[src/rtl/apb_i2s_pkg.sv]
// rtl/apb_i2s_pkg.sv - shared constants for the APB I2S transmitter
// Purpose: register selectors, CTRL/STATUS bit positions and sample widths
//          used by apb_i2s_ctrl and its TX FIFO.
// Ports:   none (package).
package apb_i2s_pkg;

  localparam int SAMPLE_W = 16;
  localparam int WORD_W   = 2 * SAMPLE_W;

  // Register selector, taken from PADDR[3:2]
  typedef enum logic [1:0] {
    REG_CTRL   = 2'd0,
    REG_CLKDIV = 2'd1,
    REG_TXDATA = 2'd2,
    REG_STATUS = 2'd3
  } reg_sel_e;

  localparam int CTRL_EN      = 0;
  localparam int CTRL_CLR     = 1;

  localparam int ST_EMPTY     = 0;
  localparam int ST_FULL      = 1;
  localparam int ST_UNDERRUN  = 2;
  localparam int ST_LEVEL_LSB = 4;

endpackage

[src/rtl/i2s_tx_fifo.sv]
// rtl/i2s_tx_fifo.sv - synchronous TX FIFO for stereo sample words
// Purpose: show-ahead FIFO; rdata is the head word whenever empty=0.
// Ports:   clk, rst (async, active-high); push/wdata write side;
//          pop reads the head; clr empties the FIFO and beats push/pop;
//          full, empty, level report occupancy.
module i2s_tx_fifo
  import apb_i2s_pkg::*;
#(
  parameter int DEPTH = 8,
  parameter int WIDTH = WORD_W
) (
  input  logic                     clk,
  input  logic                     rst,
  input  logic                     push,
  input  logic                     pop,
  input  logic                     clr,
  input  logic [WIDTH-1:0]         wdata,
  output logic [WIDTH-1:0]         rdata,
  output logic                     full,
  output logic                     empty,
  output logic [$clog2(DEPTH):0]   level
);

  localparam int AW = $clog2(DEPTH);

  logic [WIDTH-1:0] mem [DEPTH];
  logic [AW-1:0]    wptr;
  logic [AW-1:0]    rptr;
  logic             do_push;
  logic             do_pop;

  assign full    = (level == (AW+1)'(DEPTH));
  assign empty   = (level == '0);
  // A push into a full FIFO is dropped even if a pop happens the same cycle.
  assign do_push = push && !full && !clr;
  assign do_pop  = pop && !empty && !clr;
  assign rdata   = mem[rptr];

  always_ff @(posedge clk) begin
    if (do_push) mem[wptr] <= wdata;
  end

  always_ff @(posedge clk or posedge rst) begin
    if (rst) begin
      wptr  <= '0;
      rptr  <= '0;
      level <= '0;
    end else if (clr) begin
      wptr  <= '0;
      rptr  <= '0;
      level <= '0;
    end else begin
      if (do_push) wptr <= wptr + 1'b1;
      if (do_pop)  rptr <= rptr + 1'b1;
      level <= level + {{AW{1'b0}}, do_push} - {{AW{1'b0}}, do_pop};
    end
  end

endmodule

[src/rtl/apb_i2s_ctrl.sv]
// rtl/apb_i2s_ctrl.sv - APB3 slave driving a Philips-format I2S master transmitter
// Purpose: register file (CTRL, CLKDIV, TXDATA, STATUS), TX FIFO, SCK divider,
//          frame counter and output shift register.
// Ports:   i_clk, i_rst (async, active-high); APB3 slave i_psel, i_penable,
//          i_pwrite, i_paddr, i_pwdata, o_prdata, o_pready, o_pslverr;
//          I2S outputs o_sck, o_ws (0=left), o_sd (MSB first).
module apb_i2s_ctrl
  import apb_i2s_pkg::*;
#(
  parameter int FIFO_DEPTH = 8,
  parameter int APB_AW     = 32
) (
  input  logic              i_clk,
  input  logic              i_rst,
  input  logic              i_psel,
  input  logic              i_penable,
  input  logic              i_pwrite,
  input  logic [APB_AW-1:0] i_paddr,
  input  logic [31:0]       i_pwdata,
  output logic [31:0]       o_prdata,
  output logic              o_pready,
  output logic              o_pslverr,
  output logic              o_sck,
  output logic              o_ws,
  output logic              o_sd
);

  localparam int LW = $clog2(FIFO_DEPTH) + 1;

  logic              access;
  logic              wr;
  reg_sel_e          sel;
  logic              paddr_unused;

  logic              en;
  logic [7:0]        div;
  logic              underrun;

  logic              fifo_push;
  logic              fifo_pop;
  logic              fifo_clr;
  logic              fifo_full;
  logic              fifo_empty;
  logic [WORD_W-1:0] fifo_rdata;
  logic [LW-1:0]     fifo_level;
  logic [3:0]        level_sat;
  logic              pop_ok;

  logic [7:0]        dcnt;
  logic [7:0]        div_cur;
  logic [4:0]        bcnt;
  logic [4:0]        bnext;
  logic              started;
  logic              tick;
  logic              fall;
  logic [WORD_W-1:0] hold;
  logic [WORD_W-1:0] sr;

  assign access       = i_psel && i_penable;
  assign wr           = access && i_pwrite;
  assign sel          = reg_sel_e'(i_paddr[3:2]);
  assign paddr_unused = ^{i_paddr[APB_AW-1:4], i_paddr[1:0]};

  assign fifo_clr  = wr && (sel == REG_CTRL) && i_pwdata[CTRL_CLR];
  assign fifo_push = wr && (sel == REG_TXDATA);

  assign tick  = en && (dcnt == div_cur);
  assign fall  = tick && o_sck;
  assign bnext = bcnt + 5'd1;
  // Slot 31 is the last right-channel slot: fetch the next frame's word there.
  assign fifo_pop = fall && (bnext == 5'd31);
  assign pop_ok   = !fifo_empty && !fifo_clr;

  assign level_sat = (32'(fifo_level) > 32'd15) ? 4'hF : 4'(fifo_level);

  i2s_tx_fifo #(
    .DEPTH (FIFO_DEPTH),
    .WIDTH (WORD_W)
  ) u_fifo (
    .clk   (i_clk),
    .rst   (i_rst),
    .push  (fifo_push),
    .pop   (fifo_pop),
    .clr   (fifo_clr),
    .wdata (i_pwdata),
    .rdata (fifo_rdata),
    .full  (fifo_full),
    .empty (fifo_empty),
    .level (fifo_level)
  );

  assign o_pready  = 1'b1;
  assign o_pslverr = fifo_push && fifo_full;

  always_comb begin
    o_prdata = '0;
    if (access) begin
      unique case (sel)
        REG_CTRL:   o_prdata[CTRL_EN] = en;
        REG_CLKDIV: o_prdata[7:0]     = div;
        REG_TXDATA: o_prdata          = '0;
        REG_STATUS: begin
          o_prdata[ST_EMPTY]                     = fifo_empty;
          o_prdata[ST_FULL]                      = fifo_full;
          o_prdata[ST_UNDERRUN]                  = underrun;
          o_prdata[ST_LEVEL_LSB+3:ST_LEVEL_LSB]  = level_sat;
        end
        default:    o_prdata = '0;
      endcase
    end
  end

  always_ff @(posedge i_clk or posedge i_rst) begin
    if (i_rst) begin
      en       <= 1'b0;
      div      <= '0;
      underrun <= 1'b0;
    end else begin
      if (wr && (sel == REG_CTRL))   en  <= i_pwdata[CTRL_EN];
      if (wr && (sel == REG_CLKDIV)) div <= i_pwdata[7:0];
      // A new underrun beats a simultaneous W1C so no event is lost.
      if (fifo_pop && !pop_ok)
        underrun <= 1'b1;
      else if (wr && (sel == REG_STATUS) && i_pwdata[ST_UNDERRUN])
        underrun <= 1'b0;
    end
  end

  // Idle bit counter parks at 30 so the first falling edge after enable is the
  // fetch slot (31) and the next one starts the left channel. 'started' keeps
  // WS low during that lead-in slot.
  always_ff @(posedge i_clk or posedge i_rst) begin
    if (i_rst) begin
      dcnt    <= '0;
      div_cur <= '0;
      o_sck   <= 1'b0;
      o_ws    <= 1'b0;
      o_sd    <= 1'b0;
      bcnt    <= 5'd30;
      started <= 1'b0;
      hold    <= '0;
      sr      <= '0;
    end else if (!en) begin
      dcnt    <= '0;
      div_cur <= div;
      o_sck   <= 1'b0;
      o_ws    <= 1'b0;
      o_sd    <= 1'b0;
      bcnt    <= 5'd30;
      started <= 1'b0;
      hold    <= '0;
      sr      <= '0;
    end else begin
      // DIV is sampled only at reload so a half-period is never cut short.
      if (tick) begin
        dcnt    <= '0;
        div_cur <= div;
        o_sck   <= ~o_sck;
      end else begin
        dcnt <= dcnt + 8'd1;
      end
      if (fall) begin
        bcnt    <= bnext;
        started <= 1'b1;
        o_ws    <= bnext[4] && started;
        // SD lags WS by one slot: slot 0 still carries the previous R LSB.
        o_sd    <= sr[WORD_W-1];
        if (bnext == 5'd0) sr <= hold;
        else               sr <= {sr[WORD_W-2:0], 1'b0};
        if (fifo_pop) hold <= pop_ok ? fifo_rdata : '0;
      end
    end
  end

endmodule

[config.mk]
export PLATFORM = sky130hd
export DESIGN_NAME = apb_i2s_ctrl
export DESIGN_NICKNAME = d
export VERILOG_FILES = /design/src/rtl/apb_i2s_pkg.sv /design/src/rtl/i2s_tx_fifo.sv /design/src/rtl/apb_i2s_ctrl.sv
export SDC_FILE = /design/constraint.sdc
export NUM_CORES = 1
export LEC_CHECK = 0
export BUFFER_PORTS_ARGS = -buffer_cell sky130_fd_sc_hd__buf_2
export CAP_MARGIN = 20
export CORE_ASPECT_RATIO = 1.5
export CORE_UTILIZATION = 50
export CTS_CLUSTER_DIAMETER = 200
export DETAILED_ROUTE_END_ITERATION = 8
export GPL_TIMING_DRIVEN = 0
export MAX_ROUTING_LAYER = met4
export PLACE_DENSITY = 0.77
export SLEW_MARGIN = 30
export SYNTH_ARGS = -nofsm -noshare
export SYNTH_HDL_FRONTEND = slang
export SYNTH_HIERARCHICAL = 1
export SYNTH_SLANG_ARGS = --single-unit
[constraint.sdc]
create_clock -name i_clk -period 4.5 [get_ports i_clk]
set_input_delay 0.225 -clock i_clk [delete_from_list [all_inputs] [get_ports i_clk]]
set_output_delay 0.225 -clock i_clk [all_outputs]
set_load 0.05 [all_outputs]
# Word-level counts from Yosys, hierarchy flattened
# Memories as Yosys holds them, arrays and structs flattened.
# Index checks and enable logic that the tools add are counted.
[totals]
wordCells = 97
reg_bits = 109
output_inout_bits = 37
n_memories = 1
input_bits = 69
ramBits = 256
[op_classes]
addsub = 6
n_reduce_logical = 30
muxes = 35
bitwise = 1
n_eq_ne = 9
[memory_table]
columns = ["name", "depth", "word_bits", "rd", "rd_clocked_by_memory_dff", "write_ports", "line_no", "rtl"]
rows = [
  ["u_fifo.mem", 8, 32, 1, 0, 1, "i2s_tx_fifo.sv:26", "logic [WIDTH-1:0] mem [DEPTH];"],
]
[ops]
columns = ["op", "count"]
rows = [
  ["$mux 32", 7],
  ["$mux 8", 5],
  ["$logic_and 1x1->1", 19],
  ["$mux 1", 13],
  ["$mux 3", 4],
  ["$mux 5", 2],
  ["$add 8x1->8 const B", 1],
  ["$eq 8x8->1", 1],
  ["$pmux 4 s2", 1],
  ["$add 3x1->3 const B", 2],
  ["$ne 2x1->1 const B", 3],
  ["$reduce_bool 2->1", 3],
  ["$add 5x1->5 const B", 1],
  ["$eq 5x5->1 const B", 1],
  ["$logic_not 5->1", 1],
  ["$add 4x1->4", 1],
  ["$eq 2x2->1 const B", 2],
  ["$eq 4x4->1 const B", 1],
  ["$logic_not 1->1", 4],
  ["$logic_not 4->1", 1],
  ["$mux 4", 1],
  ["$pmux 1 s4", 1],
  ["$pmux 2 s2", 1],
  ["$sub 4x1->4", 1],
  ["other kinds (4)", 4],
]

# Logic depth before layout (Yosys ltp)
[logic_depth]
depth_word = 10
depth_mapped = 15

# Modules after synthesis
# The synthesis kept the hierarchy.
[by_module_without_submodules]
columns = ["module", "area_per_inst_um2", "seq_area_each_um2", "n_inst", "cells_per_inst"]
rows = [
  ["i2s_tx_fifo", 10405.0, 7937.6, 1, 446],
  ["apb_i2s_ctrl", 4946.0, 2482.4, 1, 477],
]

# Least setup slack after synthesis
# No wires, ideal clock.
[synth_path]
path_type = "input -> register"
start = "input i_paddr[3]"
end = "memory u_fifo/mem[0][0] (netlist bit), enable pin"
path_stages = 6
arrival_time_ns = 3.758
t_required_ns = 4.039
slack_ns = 0.281
path_buffers = 1
setup_time_ns = 0.461
cell_sequence = "buf_1 -> inv_1 -> nor2_1 -> inv_1 -> or4_1 -> nor3_1"
[synth_via]
elab_cells_between_ends = 10
classes_between = "1 x eq/ne; 2 x mux; 7 x reduce/logical"
[synth_rtl]
columns = ["element", "line_no", "rtl"]
rows = [
  ["start, declared", "apb_i2s_ctrl.sv:18", "input logic [APB_AW-1:0] i_paddr,"],
  ["$eq 2x2->1", "apb_i2s_ctrl.sv:65", "assign fifo_push = wr && (sel == REG_TXDATA);"],
  ["$logic_and 1x1->1", "apb_i2s_ctrl.sv:65", ""],
  ["via fifo_push", "apb_i2s_ctrl.sv:39", "logic fifo_push;"],
  ["$logic_and 1x1->1 (2 in a row)", "i2s_tx_fifo.sv:35", "assign do_push = push && !full && !clr;"],
  ["$mux 1", "i2s_tx_fifo.sv:40", "if (do_push) mem[wptr] <= wdata;"],
  ["$mux 1 (not written as such)", "i2s_tx_fifo.sv:40", ""],
  ["end, declared", "i2s_tx_fifo.sv:26", ""],
]
# The timed path passes the listed nets, and every way through them passes these cells.

# Worst setup path after layout
[layout_path]
start = "register dcnt[2]"
end = "register u_fifo.level[1]"
[layout_via]
elab_chain_len = 8
[layout_rtl]
columns = ["element", "line_no", "rtl"]
rows = [
  ["start, declared", "apb_i2s_ctrl.sv:49", "logic [7:0] dcnt;"],
  ["start signal, assigned", "apb_i2s_ctrl.sv:160", "dcnt <= dcnt + 8'd1;"],
  ["$eq 8x8->1", "apb_i2s_ctrl.sv:67", "assign tick = en && (dcnt == div_cur);"],
  ["$logic_and 1x1->1", "apb_i2s_ctrl.sv:67", ""],
  ["$logic_and 1x1->1", "apb_i2s_ctrl.sv:68", "assign fall = tick && o_sck;"],
  ["$logic_and 1x1->1", "apb_i2s_ctrl.sv:71", "assign fifo_pop = fall && (bnext == 5'd31);"],
  ["via fifo_pop", "apb_i2s_ctrl.sv:40", "logic fifo_pop;"],
  ["$logic_and 1x1->1 (2 in a row)", "i2s_tx_fifo.sv:36", "assign do_pop = pop && !empty && !clr;"],
  ["$sub 4x1->4", "i2s_tx_fifo.sv:55", "level <= level + {{AW{1'b0}}, do_push} - {{AW{1'b0}}, do_pop};"],
  ["$mux 4", "i2s_tx_fifo.sv:48", "end else if (clr) begin"],
  ["end signal, assigned", "i2s_tx_fifo.sv:55", ""],
  ["end, declared", "i2s_tx_fifo.sv:21", "output logic [$clog2(DEPTH):0] level"],
]
# The timed path passes the listed nets, and every way through them passes these cells.
# A chain may end at the register's enable or synchronous reset.

==> flow_summary_export.csv <==
group,metric,value,unit
hold_path,min_from,"i_pwdata[9]",
logic_synthesis,synth-edff-count,256,
route,drtPass1Iterations,7,
timing,tightest_slew,0.8107,ns
timing,relSlewSlack,0.4595,
hold_path,min_path_cells,1,
setup_path,worst_ep_required_time,4.88,ns
power,ir_drop,0.3340,mV
placement,io_buffers,50,
die,start_util,0.5074,
setup_path,path_class,"reg -> reg",
die,die_width,145.1,µm
die,coreArea,30250,µm²
clock_network,htree_levels,2,
power,power_frac_comb,0.122,
timing,max_freq,273.0,MHz
logic_synthesis,yosys_most_used_dff,"edfxtp_1",
timing,finalSetupTns,0,ns
timing,setup_violations,0,
logic_synthesis,netlist-cell-type-count,49,
logic_synthesis,synthTopCellsByCount,"256 x edfxtp_1, 105 x dfrtp_1, 81 x nand2_1",
logic_synthesis,syn_area_per_cell,16.63,µm²
power,seqPwrFrac,0.494,
placement,place_congestion,0.8108,
global_routing,antenna_found_initial,0,
route,drtAntennaViolNets,0,
clock_network,clock_latency,0.52,ns
setup_path,crit_path_end_kind,"flip-flop",
cells_and_area,antenna_cells,0,
setup_path,critPathSlowestCell,"dfrtp_1",
route,vias_per_cell,5.493,
job,cap_violations,0,
die,die-area,31420,µm²
setup_path,worstPathMaxFanout,10,
clock_network,clkSinkCount,365,
setup_path,ff2ff_path_depth,14,
timing,rsz0062_at_grt,"false",
setup_path,cp_common_cell,"nor2b_1",
cells_and_area,fin_nets,1160,
clock_network,clk_path_buf_depth,3,
clock_network,cts-root-buf,"clkbuf_16",
logic_synthesis,syn_area,15350,µm²
global_routing,grt_util_all_layers,0.2111,
global_routing,grt_pass1_wl,48770,µm
timing,hold_viol,0,
setup_path,crit_path_max_incr_delay,0.43,ns
clock_network,cts_tree,"yes",
hold_path,hp-class,"in -> reg",
route,drc,0,
route,drt_first_iter_violations,647,
timing,timing.hold.ws,0.01757,ns
setup_path,r2r_slack,0.84,ns
route,wire_per_inst,20.66,µm
placement,dpl.hpwl,20440,µm
outcome,status,"completed",
logic_synthesis,ys_seq_area_frac,0.6788,
power,power_switching_share,0.2420,
logic_synthesis,synth_area_leaders,"edfxtp_1 50%, dfrtp_1 17%, mux4_2 6.0%",
setup_path,path_delay_family,"simple AND/OR/NAND/NOR gates",
global_routing,grt_max_degree,65,
setup_path,cp-startpoint,"dcnt[2]",
route,vias,8262,
setup_path,path_buf_inv,4,
cells_and_area,area_delta_synth_final,17.74,%
logic_synthesis,yosys.area.top_type_share,0.5008,
route,routed_wl,31070,µm
logic_synthesis,yosysMostFrequentCell,"edfxtp_1",
setup_path,regToRegEndpoint,"u_fifo/level[1]",
timing,slew_viol_final,0,
setup_path,arrival,4.05,ns
power,p_leak,6.849,nW
power,p_sw,1.860,mW
hold_path,whs_endpoint,"u_fifo/mem[0][9]",
global_routing,grt_overflow,0,
setup_path,path_cells,"xor2_1 > nor4_2 > nand3_2 > a211o_1 > buf_6 > buf_8 > inv_1 > nor2b_1 > nor2b_1 > ha_1 > inv_1 > ha_1 > fa_1 > nor2b_1",
power,internal_power,5.826,mW
logic_synthesis,synth_cells,923,
clock_network,cts_buffers,34,
timing,fin_crit,3.663,ns
power,p_clk_frac,0.385,
die,io_pins,106,
cells_and_area,post-route-util,0.5974,
die,rows,78,
logic_synthesis,synth_top_cell_by_area,"edfxtp_1",
setup_path,cp-start-kind,"flip-flop",
cells_and_area,layout-drive-gt1-share,0.2572,
logic_synthesis,async_reset_ff_frac,0.2986,
logic_synthesis,ys.warnings.count,6,
die,die_h,216.6,µm
global_routing,grt_pass1_vias,8740,
setup_path,r2r_start,"dcnt[2]",
clock_network,path_clk_slew,0.06,ns
logic_synthesis,yosys_register_bits,365,
timing,period_share,0.8141,
timing,fin_skew,0.02229,ns
power,power_density,425.2,nW/µm²
-- worst reg2reg max path, stage by stage (launching register included) --
cell	delay, ns
dfrtp_1	0.43
xor2_1	0.17
nor4_2	0.43
nand3_2	0.28
a211o_1	0.31
buf_6	0.16
buf_8	0.16
inv_1	0.09
nor2b_1	0.28
nor2b_1	0.18
ha_1	0.24
inv_1	0.06
ha_1	0.18
fa_1	0.42
nor2b_1	0.14
-- layout make-up --
type	instances	area (µm²)
fillers	2207	12180
flip-flops and latches	365	10420
multi-input cells	493	4507
clock buffers	44	950.9
repair buffers	97	914.6
plain buffers	74	519.2
well taps	400	500.5
clock inverters	17	205.2
inverters	14	57.56
-- sequential cells by signal (all words and copies together) (netlist names), 4 cells and up --
register      count
hold             32
u_fifo/level      4
dcnt              8
u_fifo/mem      256
sr               32
div_cur           8
bcnt              5
div               8
-- how the worst max path moves through the flow --
stage	endpoint	slack, ns	depth (start not counted)
floorplan	u_fifo/mem[0][0]	0.28	6
global placement	u_fifo/mem[0][15]	-2.39	7
detailed placement	u_fifo/level[1]	0.79	14
CTS	u_fifo/level[1]	0.76	14
global route	u_fifo/level[1]	0.52	14
finish	u_fifo/level[1]	0.84	14
-- cells by family (layout without fill, tap and decap cells) --
logic type,after synthesis,in the layout,share of synthesized area
AOI/OAI and AO/OA,88,88,0.03048
xor gates and xnor gates,19,19,0.01084
adders and majority gates,12,12,0.01027
buffers and inverters,88,246,0.03725
DFF,365,365,0.6788
muxes,184,184,0.1818
other,2,25,0.0004892
and+or+nand+nor,165,165,0.05005
-- stage by stage --
| stage | total power, mW | area [µm²] | std cells | worst slack [ns] |
|---|---|---|---|---|
| 2_1_floorplan | 4.490 | 15440 | 946 | 0.2811 |
| 3_3_place_gp | 4.732 | 16190 | 1396 | -2.391 |
| 3_5_place_dp | 4.776 | 16680 | 1419 | 0.7914 |
| 4_1_cts | 7.731 | 18070 | 1504 | 0.7595 |
| 5_1_grt | 7.965 | 18070 | 1504 | 0.5180 |
| 6_report | 7.686 | 18070 | 1504 | 0.8365 |
-- power by group through the flow --
stage	Sequential (mW)	Combinational [mW]	Clock [mW]
floorplan	3.84	0.653	0
global placement	3.86	0.873	0
detailed placement	3.86	0.914	0
CTS	3.79	0.942	3.00
global route	3.81	1.03	3.13
finish	3.79	0.934	2.96
-- metal layers --
metal | up-vias | share of wire | track usage
li1 | 3772 | - | -
met1 | 4157 | 0.38 | 0.2389
met2 | 261 | 0.54 | 0.3728
met3 | 72 | 0.050 | 0.03579
met4 | 0 | 0.031 | 0.08246
met5 | - | 0 | -
-- timing repair --
| item | CTS | global route |
|---|---|---|
| hold buffers | 24 | 0 |
| buffers inserted | 0 | 0 |
| gates resized for setup | 0 | 0 |
| hold endpoints to repair | 229 | 0 |
-- cells in the final DEF (no fill, tap or decap), types with 5 or more instances in the layout --
cell / netlist / routed
buf_6: 3 / 6
a21oi_1: 39 / 39
nor2_1: 28 / 22
buf_4: 25 / 33
clkbuf_1: 23 / 27
xor2_1: 13 / 13
mux2_2: 49 / 49
nor2_4: 0 / 6
nor2b_1: 6 / 6
nand3_1: 15 / 15
xnor2_1: 6 / 6
nand2b_1: 6 / 6
buf_12: 6 / 6
buf_2: 13 / 63
mux4_2: 41 / 41
buf_16: 0 / 12
and3_1: 5 / 5
conb_1: 2 / 25
mux2i_1: 70 / 70
o21ai_0: 39 / 39
nand2_1: 81 / 81
mux4_1: 23 / 23
dlygate4sd3_1: 0 / 24
ha_1: 11 / 11
dfrtp_1: 105 / 105
edfxtp_1: 256 / 256
inv_1: 14 / 13
clkbuf_16: 0 / 35
Note: power is estimated with default switching activity, not from simulation.
